**src/rtl/vga_pkg.sv**
```systemverilog
`default_nettype none
// ============================================================================
//  Module      : vga_pkg
//  Description : Shared widths and 800x600@60 raster timing constants for the
//                video chain.
//  Revision    : 1.0 - initial release
// ============================================================================
package vga_pkg;

  // Counter and colour widths
  localparam int CNT_W = 11;
  localparam int RGB_W = 12;

  // Largest line/frame total an 11-bit counter can represent
  localparam int CNT_LIMIT = 1 << CNT_W;

  // 800x600@60 horizontal timing (pixels)
  localparam int VGA_H_ACTIVE = 800;
  localparam int VGA_H_FP     = 40;
  localparam int VGA_H_SYNC   = 128;
  localparam int VGA_H_BP     = 88;

  // 800x600@60 vertical timing (lines)
  localparam int VGA_V_ACTIVE = 600;
  localparam int VGA_V_FP     = 1;
  localparam int VGA_V_SYNC   = 4;
  localparam int VGA_V_BP     = 23;

  // Totals for the default mode
  localparam int HCOUNT_MAX = VGA_H_ACTIVE + VGA_H_FP + VGA_H_SYNC + VGA_H_BP;
  localparam int VCOUNT_MAX = VGA_V_ACTIVE + VGA_V_FP + VGA_V_SYNC + VGA_V_BP;

endpackage : vga_pkg
`default_nettype wire

```
**src/rtl/vga_if.sv**
```systemverilog
`default_nettype none
// ============================================================================
//  Module      : vga_if
//  Description : Raster bundle passed between the timing generator, the draw
//                stages and the frame buffer.
//  Revision    : 1.0 - initial release
// ============================================================================
interface vga_if;

  logic [vga_pkg::CNT_W-1:0] hcount;
  logic [vga_pkg::CNT_W-1:0] vcount;
  logic                      hsync;
  logic                      vsync;
  logic                      hblnk;
  logic                      vblnk;
  logic [vga_pkg::RGB_W-1:0] rgb;

  // Producer side
  modport out (
    output hcount, vcount, hsync, vsync, hblnk, vblnk, rgb
  );

  // Consumer side
  modport sink (
    input hcount, vcount, hsync, vsync, hblnk, vblnk, rgb
  );

endinterface : vga_if
`default_nettype wire

```
**src/rtl/vga_axis_counter.sv**
```systemverilog
`default_nettype none
// ============================================================================
//  Module      : vga_axis_counter
//  Description : One raster axis: wrapping position counter with registered
//                blank and sync decode. Count, blank and sync are all loaded
//                from the same next-count value so they never skew.
//  Revision    : 1.0 - initial release
// ============================================================================
module vga_axis_counter
  import vga_pkg::*;
#(
  parameter int   TOTAL      = HCOUNT_MAX,
  parameter int   ACTIVE     = VGA_H_ACTIVE,
  parameter int   SYNC_START = VGA_H_ACTIVE + VGA_H_FP,
  parameter int   SYNC_LEN   = VGA_H_SYNC,
  parameter logic POL        = 1'b1
) (
  input  logic             clk,
  input  logic             rst,
  input  logic             inc_i,
  output logic [CNT_W-1:0] count_o,
  output logic             blank_o,
  output logic             sync_o,
  output logic             wrap_o
);

  // Decode thresholds, one bit wider than the counter so a sync window that
  // ends exactly at the counter range still compares correctly.
  localparam logic [CNT_W:0]   LAST_C     = (CNT_W+1)'(TOTAL - 1);
  localparam logic [CNT_W:0]   ACTIVE_C   = (CNT_W+1)'(ACTIVE);
  localparam logic [CNT_W:0]   SS_C       = (CNT_W+1)'(SYNC_START);
  localparam logic [CNT_W:0]   SE_C       = (CNT_W+1)'(SYNC_START + SYNC_LEN);
  localparam logic [CNT_W-1:0] ONE_C      = CNT_W'(1);

  logic [CNT_W-1:0] count_q, count_d;
  logic             blank_q, blank_d;
  logic             sync_q,  sync_d;
  logic [CNT_W:0]   w_count_ext_q;
  logic [CNT_W:0]   w_count_ext_d;
  logic             w_wrap;

  assign w_count_ext_q = {1'b0, count_q};
  assign w_wrap        = inc_i && (w_count_ext_q == LAST_C);

  // Next position and the decode of that same position
  always_comb begin
    count_d = count_q;
    if (w_wrap) begin
      count_d = '0;
    end else if (inc_i) begin
      count_d = count_q + ONE_C;
    end
    w_count_ext_d = {1'b0, count_d};
    blank_d       = (w_count_ext_d >= ACTIVE_C);
    sync_d        = ((w_count_ext_d >= SS_C) && (w_count_ext_d < SE_C)) ? POL : ~POL;
  end

  // Position, blank and sync registers
  always_ff @(posedge clk or posedge rst) begin
    if (rst) begin
      count_q <= '0;
      blank_q <= 1'b0;
      sync_q  <= ~POL;
    end else begin
      count_q <= count_d;
      blank_q <= blank_d;
      sync_q  <= sync_d;
    end
  end

  assign count_o = count_q;
  assign blank_o = blank_q;
  assign sync_o  = sync_q;
  assign wrap_o  = w_wrap;

endmodule : vga_axis_counter
`default_nettype wire

```
**src/rtl/vga_timing_gen.sv**
```systemverilog
`default_nettype none
// ============================================================================
//  Module      : vga_timing_gen
//  Description : Free-running VGA raster timing generator. Horizontal axis
//                advances on the pixel strobe; its wrap advances the vertical
//                axis. Drives a constant background colour for later stages.
//  Revision    : 1.0 - initial release
// ============================================================================
module vga_timing_gen
  import vga_pkg::*;
#(
  parameter int               H_ACTIVE  = VGA_H_ACTIVE,
  parameter int               H_FP      = VGA_H_FP,
  parameter int               H_SYNC    = VGA_H_SYNC,
  parameter int               H_BP      = VGA_H_BP,
  parameter int               V_ACTIVE  = VGA_V_ACTIVE,
  parameter int               V_FP      = VGA_V_FP,
  parameter int               V_SYNC    = VGA_V_SYNC,
  parameter int               V_BP      = VGA_V_BP,
  parameter logic             HSYNC_POL = 1'b1,
  parameter logic             VSYNC_POL = 1'b1,
  parameter logic [RGB_W-1:0] BG_RGB    = 12'h000
) (
  input  logic clk,
  input  logic rst,
  input  logic pix_en,
  vga_if.out   out,
  output logic frame_start,
  output logic line_end
);

  localparam int H_TOTAL = H_ACTIVE + H_FP + H_SYNC + H_BP;
  localparam int V_TOTAL = V_ACTIVE + V_FP + V_SYNC + V_BP;

  // Refuse to build a mode the 11-bit counters cannot represent
  if (H_TOTAL > CNT_LIMIT) begin : g_h_total_chk
    $error("vga_timing_gen: H_TOTAL exceeds counter range");
  end
  if (V_TOTAL > CNT_LIMIT) begin : g_v_total_chk
    $error("vga_timing_gen: V_TOTAL exceeds counter range");
  end

  logic [CNT_W-1:0] w_hcount;
  logic [CNT_W-1:0] w_vcount;
  logic             w_hsync, w_vsync, w_hblnk, w_vblnk;
  logic             w_h_wrap, w_v_wrap;
  logic             frame_start_q, frame_start_d;

  vga_axis_counter #(
    .TOTAL      (H_TOTAL),
    .ACTIVE     (H_ACTIVE),
    .SYNC_START (H_ACTIVE + H_FP),
    .SYNC_LEN   (H_SYNC),
    .POL        (HSYNC_POL)
  ) u_h_axis (
    .clk     (clk),
    .rst     (rst),
    .inc_i   (pix_en),
    .count_o (w_hcount),
    .blank_o (w_hblnk),
    .sync_o  (w_hsync),
    .wrap_o  (w_h_wrap)
  );

  // Vertical axis steps once per completed line
  vga_axis_counter #(
    .TOTAL      (V_TOTAL),
    .ACTIVE     (V_ACTIVE),
    .SYNC_START (V_ACTIVE + V_FP),
    .SYNC_LEN   (V_SYNC),
    .POL        (VSYNC_POL)
  ) u_v_axis (
    .clk     (clk),
    .rst     (rst),
    .inc_i   (w_h_wrap),
    .count_o (w_vcount),
    .blank_o (w_vblnk),
    .sync_o  (w_vsync),
    .wrap_o  (w_v_wrap)
  );

  // The vertical wrap can only occur together with a horizontal wrap, so it
  // marks the edge on which both counts return to (0,0).
  assign frame_start_d = w_v_wrap;

  // Frame-start pulse register, aligned with the counts it describes
  always_ff @(posedge clk or posedge rst) begin
    if (rst) begin
      frame_start_q <= 1'b0;
    end else begin
      frame_start_q <= frame_start_d;
    end
  end

  assign out.hcount  = w_hcount;
  assign out.vcount  = w_vcount;
  assign out.hsync   = w_hsync;
  assign out.vsync   = w_vsync;
  assign out.hblnk   = w_hblnk;
  assign out.vblnk   = w_vblnk;
  assign out.rgb     = BG_RGB;
  assign frame_start = frame_start_q;
  assign line_end    = w_h_wrap;

endmodule : vga_timing_gen
`default_nettype wire

```
**src/flat_wrapper.sv**
```systemverilog
// flat-port wrapper written by rule: the top's interface ports become plain ports
module vga_timing_gen_flat import vga_pkg::*;
#(
  parameter int               H_ACTIVE  = VGA_H_ACTIVE,
  parameter int               H_FP      = VGA_H_FP,
  parameter int               H_SYNC    = VGA_H_SYNC,
  parameter int               H_BP      = VGA_H_BP,
  parameter int               V_ACTIVE  = VGA_V_ACTIVE,
  parameter int               V_FP      = VGA_V_FP,
  parameter int               V_SYNC    = VGA_V_SYNC,
  parameter int               V_BP      = VGA_V_BP,
  parameter logic             HSYNC_POL = 1'b1,
  parameter logic             VSYNC_POL = 1'b1,
  parameter logic [RGB_W-1:0] BG_RGB    = 12'h000
)
  (clk, rst, pix_en, frame_start, line_end, out_hcount, out_vcount, out_hsync, out_vsync, out_hblnk, out_vblnk, out_rgb);
  vga_if out_i ();
  input  logic clk;
  input  logic rst;
  input  logic pix_en;
  output logic frame_start;
  output logic line_end;
  output wire logic [$bits(out_i.hcount)-1:0] out_hcount;
  output wire logic [$bits(out_i.vcount)-1:0] out_vcount;
  output wire logic [$bits(out_i.hsync)-1:0] out_hsync;
  output wire logic [$bits(out_i.vsync)-1:0] out_vsync;
  output wire logic [$bits(out_i.hblnk)-1:0] out_hblnk;
  output wire logic [$bits(out_i.vblnk)-1:0] out_vblnk;
  output wire logic [$bits(out_i.rgb)-1:0] out_rgb;
  assign out_hcount = out_i.hcount;
  assign out_vcount = out_i.vcount;
  assign out_hsync = out_i.hsync;
  assign out_vsync = out_i.vsync;
  assign out_hblnk = out_i.hblnk;
  assign out_vblnk = out_i.vblnk;
  assign out_rgb = out_i.rgb;
  vga_timing_gen #(.H_ACTIVE(H_ACTIVE), .H_FP(H_FP), .H_SYNC(H_SYNC), .H_BP(H_BP), .V_ACTIVE(V_ACTIVE), .V_FP(V_FP), .V_SYNC(V_SYNC), .V_BP(V_BP), .HSYNC_POL(HSYNC_POL), .VSYNC_POL(VSYNC_POL), .BG_RGB(BG_RGB)) u_core (.clk(clk), .rst(rst), .pix_en(pix_en), .out(out_i), .frame_start(frame_start), .line_end(line_end));
endmodule
```
**config.mk**
```make
export PLATFORM = sky130hd
export DESIGN_NAME = vga_timing_gen_flat
export DESIGN_NICKNAME = d
export VERILOG_FILES = /design/src/rtl/vga_pkg.sv /design/src/rtl/vga_if.sv /design/src/rtl/vga_axis_counter.sv /design/src/rtl/vga_timing_gen.sv /design/src/flat_wrapper.sv
export SDC_FILE = /design/constraint.sdc
export NUM_CORES = 1
export LEC_CHECK = 0
export CAP_MARGIN = 30
export CORE_AREA = 2 2 74 76
export DETAILED_ROUTE_END_ITERATION = 10
export DIE_AREA = 0 0 76 78
export GPL_ROUTABILITY_DRIVEN = 0
export PLACE_DENSITY_LB_ADDON = 0.3
export SETUP_SLACK_MARGIN = 0.02
export SYNTH_ARGS = -nofsm -noshare
export SYNTH_HDL_FRONTEND = slang
export SYNTH_SLANG_ARGS = --single-unit
```
**constraint.sdc**
```tcl
create_clock -name clk -period 8 [get_ports clk]
set_input_delay 1.6 -clock clk [delete_from_list [all_inputs] [get_ports clk]]
set_output_delay 1.6 -clock clk [all_outputs]
set_load 0.01 [all_outputs]
```
-- Word level (Yosys, flattened, before mapping)
Cells that the tools add are included.
- bits in registers: 27
- logic and storage cells: 27
- $add $sub $neg: 2
- magnitude comparators: 6
- equality and inequality tests: 2
- mux-type cells: 6
- reductions and logical operators: 4
- operators by type and width (kind ; count):
    $ge A11 B10 Y1 const B ; 4
    $mux W11 ; 4
    $add A11 B1 Y11 const B ; 2
    $lt A11 B10 Y1 const B ; 2
    $eq A11 B10 Y1 const B ; 1
    $eq A11 B11 Y1 const B ; 1
    $logic_and A1 B1 Y1 ; 4
    $mux W1 ; 2

-- Logic depth before layout (Yosys ltp)
Gate-level depths: netlist of the first run.
- word-level depth: 7
- depth in mapped cells: 9
- mapped depth without buffers: 8

-- Hierarchy
From an unflattened synthesis of the first run, not the netlist that was laid out.
- cell total of the unflattened synthesis: 173
- area, all modules: 1687.9 µm²
- modules (own cells, without submodules) (module ; times used ; cells each ; area an instance (µm²)):
    vga_axis_counter at u_core.u_v_axis ; 1 ; 82 ; 790.8
    vga_axis_counter at u_core.u_h_axis ; 1 ; 76 ; 774.5
    vga_timing_gen ; 1 ; 15 ; 122.6

-- Worst setup path before layout of the first run
OpenSTA, ideal clock, no wires.
- path type: input to output
- start: in pix_en
- end: out line_end
- data arrival time: 2911 ps
- data required time: 6400 ps
- path slack: 3489 ps
- cell stages on the path: 6
- cells stage by stage: clkbuf_8 -> nand3_1 -> or4_4 -> buf_6 -> inv_2 -> clkbuf_1
- word-level cells in the longest chain between the ends: 1
- ends and longest elaborated chain (element ; RTL line ; source):
    start, declared ; flat_wrapper.sv:20 ; input logic pix_en;
    $logic_and A1 B1 Y1 ; vga_axis_counter.sv:43 ; assign w_wrap = inc_i && (w_count_ext_q == LAST_C);
    end, declared ; flat_wrapper.sv:22 ; output logic line_end;
No other way between the ends.

-- Final worst setup path of the first run
Ends and elaborated chain as after synthesis.

==> impl_metrics.tcl, run 1 <==
set metrics [dict create \
    worstSetupPathType "input port to output pin" \
    report.final.slew_viol_count 0 \
    fin_tns_setup_ps 0 \
    place_hpwl_um 2579 \
    overflow 0 \
    grt_pass1_vias 1210 \
    final_cell_mix "clkdlybuf4s50_1, dfrtp_1, nor2_1" \
    crit_end "line_end" \
    synth-seq-cells 27 \
    critPathLaunchType "input port" \
    async_flop_share 1.000 \
    min_period_ps 5524 \
    num_rows 26 \
    crit_family "buffers and inverters" \
    hold_class "flop to flop" \
    routed_wl_um 3479 \
    drt_first_pass_iters 4 \
    synth_cells 177 \
    cp_slowest_stage_delay_ps 640 \
    coreArea_um2 5042 \
    synthDistinctLibCells 51 \
    io_buffer_count 30 \
    synth-simple-area-share 0.2576 \
    yosys_warnings 0 \
    die_x_um 76 \
    drv_cap 0 \
    ys_seq_area_frac 0.4091 \
    synth-xor-area-share 0.09015 \
    via_per_inst 4.785 \
    vias 1316 \
    diodes 0 \
    r2r_end "u_core.u_v_axis.sync_o" \
    grt_max_degree 19 \
    setup_viol 0 \
    drt_iter0_drc 35 \
    rrSetupSlack_ps 5180 \
    antenna_found_initial 0 \
    cts-hold-fix-buffers 0 \
    post_cts_buffers 0 \
    power.density_nw_per_um2 187.5 \
    synth_top_family_by_area "simple AND/OR/NAND/NOR gates" \
    status "finished clean" \
    grt_use_total 0.1208 \
    antenna_left 0 \
    dp_cells 271 \
    path_common_cell "clkdlybuf4s50_1" \
    fmax_mhz 181.0 \
    slowest_stage "clkdlybuf4s50_1" \
    worstRegToRegCells 6 \
    drive_gt1_frac 0.07805 \
    path_clk_slew_ps 100 \
    nets 211 \
    synth-adder-area-share 0.01515 \
    start_util 0.3275 \
    rsz0062_at_grt "false" \
    die_area_um2 5928 \
    synth_area_per_cell_um2 9.331 \
    multi_input_area_um2 844.6 \
    final-seq-area_um2 675.6 \
    r2r-start "u_core.u_h_axis.count_o[7]" \
    clock-sinks 27 \
    synth_compound_area_frac 0.1083 \
    final-hold-violation-count 0 \
    power_leakage_nw 0.8328 \
    insertion_delay_ps 280 \
    ir_drop_v 0.0001256 \
    cp-startpoint "pix_en" \
    syn-cell-area_um2 1652 \
    cp.depth 5 \
    dieHeight_um 78 \
    areaGrowthSynthToFinish_pct 22.20 \
    crit_buf_inv 3 \
    end_kind "output pin" \
    period_share 0.6906 \
    cts_tree "done" \
    grt_pass1_wl_um 5816 \
    post_cts_resized 0 \
    synth_edf_count 0 \
    final_cells 275 \
    ioPinCount 43 \
    cts_max_path_buffers 2 \
    crit_arrival_ps 3920 \
    final_common_cell "clkdlybuf4s50_1" \
    cts-htree-levels 1 \
    wl_per_cell_um 12.65 \
    critPathMaxFanout 18 \
    synthMuxAreaShare 0.01288 \
    numCtsBuffers 3 \
    ys.flop_type "dfrtp_1" \
    fillers 510 \
    crit_chain "clkdlybuf4s50_1 -> nand3_1 -> or4_4 -> inv_2 -> clkdlybuf4s50_1" \
    fin_skew_ps 11.12 \
    worstPathRequired_ps 6400 \
    drc 0 \
    cts_root_buf "clkbuf_8" \
]
synth_stat cells, types with 2 or more instances:
| master | count | area share |
|---|---|---|
| and2_1 | 4 | 0.015 |
| xor2_1 | 4 | 0.021 |
| ha_1 | 2 | 0.015 |
| o21ai_0 | 7 | 0.021 |
| nand3_1 | 7 | 0.021 |
| nor4_1 | 4 | 0.015 |
| a41oi_1 | 2 | 0.011 |
| nand2b_1 | 3 | 0.011 |
| xnor2_1 | 13 | 0.069 |
| a21oi_1 | 4 | 0.012 |
| nand4_1 | 7 | 0.027 |
| or3_4 | 2 | 0.014 |
| dfrtp_1 | 27 | 0.41 |
| buf_4 | 13 | 0.059 |
| o21ai_1 | 2 | 0.0061 |
| o22ai_1 | 2 | 0.0076 |
| nor2_1 | 18 | 0.041 |
| buf_6 | 2 | 0.014 |
| nand2_1 | 16 | 0.036 |
| inv_1 | 6 | 0.014 |
| clkbuf_1 | 2 | 0.0045 |
cells by family after synthesis:
| family | after synthesis |
|---|---|
| AO/OA/AOI/OAI | 27 |
| XOR/XNOR | 17 |
| adder cells (fa/ha/maj) | 2 |
| buffers and inverters | 26 |
| flip-flops | 27 |
| multiplexers | 2 |
| other | 1 |
| AND/OR/NAND/NOR | 75 |
worst reg2reg max path, cell delays in order, from the launching register on:
cell,delay (ps)
dfrtp_1,460
or3_4,430
or4_4,580
or3_4,400
a211oi_2,250
or4b_1,470
nor4_2,140
through the flow:
step	util	area, um^2	setup slack [ps]	total power, mW	hold WS (ps)
after global routing	0.4002	2018	2370	0.4065	586.5
after global placement	0.3851	1942	2534	0.2985	534.6
after floorplan	-	1693	3489	0.2595	558.8
after detailed placement	0.3906	1969	2487	0.3002	532.5
after CTS	0.4002	2018	2487	0.3832	547.6
final	0.4002	2018	2476	0.3784	546.1
report_power, final:
part	switching [mW]	internal (mW)
Combinational	0.0519	0.0608
Clock	0.0462	0.0354
Sequential	0.0305	0.154
layer usage:
layer,track usage,routed length (um)
met2,0.1795,1496
met3,0.01860,121
met4,0.03818,50
met1,0.1796,1811
met5,0,0
state kept, by name (all words and copies together), names as in the netlist:
signal and flops:
u_core.u_v_axis.blank_o 1, u_core.frame_start 1, u_core.u_v_axis.count_o 11, u_core.u_h_axis.blank_o 1
u_core.u_h_axis.sync_o 1, u_core.u_v_axis.sync_o 1, u_core.u_h_axis.count_o 11
worst min path at each step:
stage	from	to	slack, ps	cells past startpoint
CTS	u_core.u_h_axis.count_o[9]	u_core.u_h_axis.count_o[9]	550	1
global placement	u_core.u_h_axis.count_o[9]	u_core.u_h_axis.count_o[9]	530	1
global route	u_core.u_h_axis.count_o[9]	u_core.u_h_axis.count_o[9]	590	1
floorplan	u_core.u_h_axis.count_o[9]	u_core.u_h_axis.count_o[9]	560	1
detailed placement	u_core.u_h_axis.count_o[9]	u_core.u_h_axis.count_o[9]	530	1
finish	u_core.u_h_axis.count_o[9]	u_core.u_h_axis.count_o[9]	550	1
layout make-up:
type | count | area share
flip-flops and latches | 27 | 0.3348
well taps | 70 | 0.04340
inverters | 7 | 0.01302
clock inverters | 1 | 0.003720
multi-input cells | 135 | 0.4185
repair buffers | 32 | 0.1661
clock buffers | 3 | 0.02046
No activity file was read; power rests on OpenSTA's default activity.
==> run 2: changes to the inputs <==
==> constraint.sdc (replaced) <==
create_clock -name clk -period 4.48 [get_ports clk]
set_input_delay 0.896 -clock clk [delete_from_list [all_inputs] [get_ports clk]]
set_output_delay 0.896 -clock clk [all_outputs]
set_load 0.01 [all_outputs]
==> run 2 against run 1 <==
Net effect: critical endpoint unchanged; setup slack worse by 1900 ps; hold slack worse by 3.4 ps; largest cell class unchanged; critical path type unchanged; die area unchanged.
==> impl_metrics.tcl, run 2 (synthesis results as in run 1) <==
set metrics [dict create \
    status "finished clean" \
    nets 212 \
    drt_iter0_drc 72 \
    cts-htree-levels 1 \
    final_common_cell "clkdlybuf4s50_1" \
    numCtsBuffers 3 \
    clock-sinks 27 \
    report.final.slew_viol_count 0 \
    via_per_inst 4.750 \
    power.density_nw_per_um2 331.7 \
    worstPathRequired_ps 3580 \
    cts_root_buf "clkbuf_8" \
    cts_max_path_buffers 2 \
    holdWs_ps 542.6 \
    dieHeight_um 78 \
    crit_arrival_ps 2980 \
    ioPinCount 43 \
    antenna_found_initial 0 \
    areaGrowthSynthToFinish_pct 22.50 \
    place_hpwl_um 2580 \
    fin_tns_setup_ps 0 \
    path_common_cell "clkdlybuf4s50_1" \
    final-hold-violation-count 0 \
    wl_per_cell_um 12.48 \
    power_leakage_nw 0.8420 \
    fmax_mhz 257.9 \
    end_kind "output pin" \
    drive_gt1_frac 0.08252 \
    crit_chain "clkdlybuf4s50_1 -> nand3_1 -> or4_4 -> inv_2 -> clkdlybuf4s50_1" \
    die_x_um 76 \
    multi_input_area_um2 844.6 \
    drv_cap 0 \
    grt_max_degree 17 \
    tightest_slew_ps 530.8 \
    overflow 0 \
    coreArea_um2 5042 \
    drt_first_pass_iters 4 \
    antenna_left 0 \
    cts_tree "done" \
    crit_buf_inv 3 \
    grt_pass1_vias 1198 \
    period_share 0.8656 \
    critPathLaunchType "input port" \
    hold_class "flop to flop" \
    critPathMaxFanout 11 \
    cts-hold-fix-buffers 0 \
    drc 0 \
    start_util 0.3275 \
    diodes 0 \
    post_cts_buffers 0 \
    fin_skew_ps 4.695 \
    rsz0062_at_grt "false" \
    slew_headroom 0.6457 \
    insertion_delay_ps 280 \
    worstSetupPathType "input port to output pin" \
    die_area_um2 5928 \
    grt_use_total 0.1215 \
    vias 1311 \
    crit_family "buffers and inverters" \
    path_clk_slew_ps 90 \
    fillers 520 \
    num_rows 26 \
    cp_slowest_stage_delay_ps 650 \
    io_buffer_count 30 \
    slowest_stage "or4_4" \
    grt_pass1_wl_um 5789 \
    setup_viol 0 \
    final_cell_mix "clkdlybuf4s50_1, dfrtp_1, nor2_1" \
    final-seq-area_um2 675.6 \
    routed_wl_um 3444 \
    min_period_ps 3878 \
    ir_drop_v 0.0002171 \
    post_cts_resized 0 \
]
-- run 2: cell count changes in the layout (fill, tap and decap cells not counted), sizes merged --
cell and change:
clkinv +1, buf +1, clkinvlp -1
-- run 2: worst paths after layout --
kind                                       startpoint                    endpoint  slack (ps)  cells past startpoint
max in group asynchronous                         rst  u_core.u_v_axis.count_o[6]        3070                      3
max reg2reg                u_core.u_h_axis.count_o[7]      u_core.u_v_axis.sync_o        1650                      6
max                                            pix_en                    line_end         600                      5
min reg2reg                u_core.u_h_axis.count_o[9]  u_core.u_h_axis.count_o[9]         540                      1
min in group asynchronous                         rst      u_core.u_h_axis.sync_o         950                      2
min                        u_core.u_h_axis.count_o[9]  u_core.u_h_axis.count_o[9]         540                      1
-- run 2: layout make-up --
cell class                 instances  area share
clock buffer                       3     0.02041
tap                               70     0.04329
inverter                           7     0.01299
timing repair buffer              33      0.1694
multi-input combinational        135      0.4174
sequential                        27      0.3340
clock inverter                     1    0.002474
-- run 2: metal layers --
metal  global-route usage  up-vias  routed length (um)
met2               0.1813       37                1479
met5                    0        -                   0
li1                     -      655                   -
met1               0.1720      614                1744
met4              0.05455        0                  65
met3              0.02093        5                 155
-- run 2: report_power, final --
part	internal, mW	total, mW	switching [mW]	leakage (nW)
Combinational	0.109	0.200	0.0911	0.456
Sequential	0.274	0.330	0.0555	0.360
Clock	0.0626	0.142	0.0791	0.0255
Total	0.445	0.671	0.226	0.842
-- run 2: stage by stage --
step / area [um^2] / instances / utilization / worst slack (ps) / power [mW]
floorplan: 1693 / 188 / - / 1377 / 0.4634
global placement: 1949 / 271 / 0.3866 / 639.3 / 0.5324
detailed placement: 1977 / 272 / 0.3921 / 599.9 / 0.5349
CTS: 2023 / 276 / 0.4012 / 594.7 / 0.6830
global route: 2023 / 276 / 0.4012 / 518.1 / 0.7190
finish: 2023 / 276 / 0.4012 / 602.1 / 0.6711
==> run 3: changes to the inputs <==
--- a/config.mk
+++ b/config.mk
@@ -6,10 +6,9 @@
 export NUM_CORES = 1
 export LEC_CHECK = 0
 export CAP_MARGIN = 30
-export CORE_AREA = 2 2 74 76
+export CORE_AREA = 2 2 65 67
 export DETAILED_ROUTE_END_ITERATION = 10
-export DIE_AREA = 0 0 76 78
-export GPL_ROUTABILITY_DRIVEN = 0
+export DIE_AREA = 0 0 67 69
 export PLACE_DENSITY_LB_ADDON = 0.3
 export SETUP_SLACK_MARGIN = 0.02
 export SYNTH_ARGS = -nofsm -noshare
==> run 3 against run 2 <==
Net effect: sequential cell count unchanged; hold slack better by 0.67 ps; fmax up 1.4%; sequential share of layout area up 0.38 points; core utilization up 11 points; final cell count down 7.2%; routed wire length down 5.8%; sequential power down 1%; combinational power about the same; critical endpoint unchanged.
==> impl_metrics.tcl, run 3 (synthesis results as in run 1) <==
set metrics [dict create \
    status "finished clean" \
    setup_viol 0 \
    place_hpwl_um 2459 \
    nets 212 \
    io_buffer_count 30 \
    holdWs_ps 543.3 \
    overflow 0 \
    antenna_left 0 \
    finalPower_mw 0.6701 \
    rsz0062_at_grt "false" \
    die_x_um 67 \
    routabilityCongestion 0.8938 \
    routed_wl_um 3244 \
    insertion_delay_ps 280 \
    clock-sinks 27 \
    drive_gt1_frac 0.08252 \
    start_util 0.4220 \
    final-seq-area_um2 675.6 \
    period_share 0.8540 \
    final_cell_mix "clkdlybuf4s50_1, dfrtp_1, nor2_1" \
    post-place-ws_ps 631.8 \
    antenna_found_initial 0 \
    utilization 0.5112 \
    cts-hold-fix-buffers 0 \
    grt_pass1_wl_um 5602 \
    diodes 0 \
    worstPathRequired_ps 3580 \
    path_clk_slew_ps 100 \
    grt_use_total 0.1534 \
    drt_first_pass_iters 4 \
    fmax_mhz 261.4 \
    post_cts_resized 0 \
    num_rows 23 \
    drc 0 \
    grt_max_degree 19 \
    final_common_cell "clkdlybuf4s50_1" \
    post_cts_buffers 0 \
    ir_drop_v 0.0002289 \
    crit_arrival_ps 2930 \
    via_per_inst 5.113 \
    fin_tns_setup_ps 0 \
    ioPinCount 43 \
    numCtsBuffers 3 \
    drv_cap 0 \
    fillers 395 \
    min_period_ps 3826 \
    cts-htree-levels 1 \
    areaGrowthSynthToFinish_pct 21.14 \
    multi_input_area_um2 844.6 \
    die_area_um2 4623 \
    cts_root_buf "clkbuf_8" \
    drt_iter0_drc 44 \
    dieHeight_um 69 \
    worstSetupPathType "input port to output pin" \
    report.final.slew_viol_count 0 \
    cts_max_path_buffers 2 \
    end_kind "output pin" \
    wl_per_cell_um 12.67 \
    hold_class "flop to flop" \
    vias 1309 \
    fin_skew_ps 2.387 \
    critPathLaunchType "input port" \
    power.density_nw_per_um2 334.9 \
    fin_ws_ps 654.1 \
    power_leakage_nw 0.8383 \
    grt_pass1_vias 1222 \
    coreArea_um2 3914 \
    final-hold-violation-count 0 \
    cts_tree "done" \
    critPathMaxFanout 11 \
]
run 3: cell count changes in the layout (fill, tap and decap cells not counted):
cell | previous run | this run
clkinv_2 | 1 | 0
clkinvlp_4 | 0 | 1
run 3: where the power goes:
part	internal [mW]	switching [mW]
Clock	0.0633	0.0807
Combinational	0.109	0.0909
Sequential	0.274	0.0522
run 3: worst paths after layout:
path | startpoint | end | slack, ps | cells after the start
min reg2reg | u_core.u_v_axis.count_o[10] | u_core.u_v_axis.count_o[10] | 540 | 1
min | u_core.u_v_axis.count_o[10] | u_core.u_v_axis.count_o[10] | 540 | 1
max reg2reg | u_core.u_h_axis.count_o[7] | u_core.u_v_axis.sync_o | 1650 | 6
max | pix_en | line_end | 650 | 5
max in group asynchronous | rst | u_core.u_h_axis.count_o[3] | 3120 | 3
min in group asynchronous | rst | u_core.frame_start | 920 | 2
run 3: cell type report:
type	instances	share of cell area
tap	50	0.03127
inverter	7	0.01313
clock inverter	1	0.003752
timing repair buffer	33	0.1714
sequential	27	0.3377
multi-input combinational	135	0.4221
clock buffer	3	0.02064
run 3: routing by layer:
layer  up-vias  track usage  share of wire
met4         0      0.06122          0.019
met1       616       0.2253           0.48
met3         5      0.01631          0.045
met2        35       0.2277           0.46
li1        653            -              -
met5         -            0              0
run 3: critical path, cell delays in order:
cell and delay [ps]:
clkdlybuf4s50_1 620, nand3_1 140, or4_4 640, inv_2 100
clkdlybuf4s50_1 530
run 3: through the flow:
step | area [um^2] | std cells
6_report | 2001 | 256
5_1_grt | 2001 | 256
4_1_cts | 2001 | 256
3_5_place_dp | 1952 | 252
3_3_place_gp | 1924 | 251
2_1_floorplan | 1693 | 188
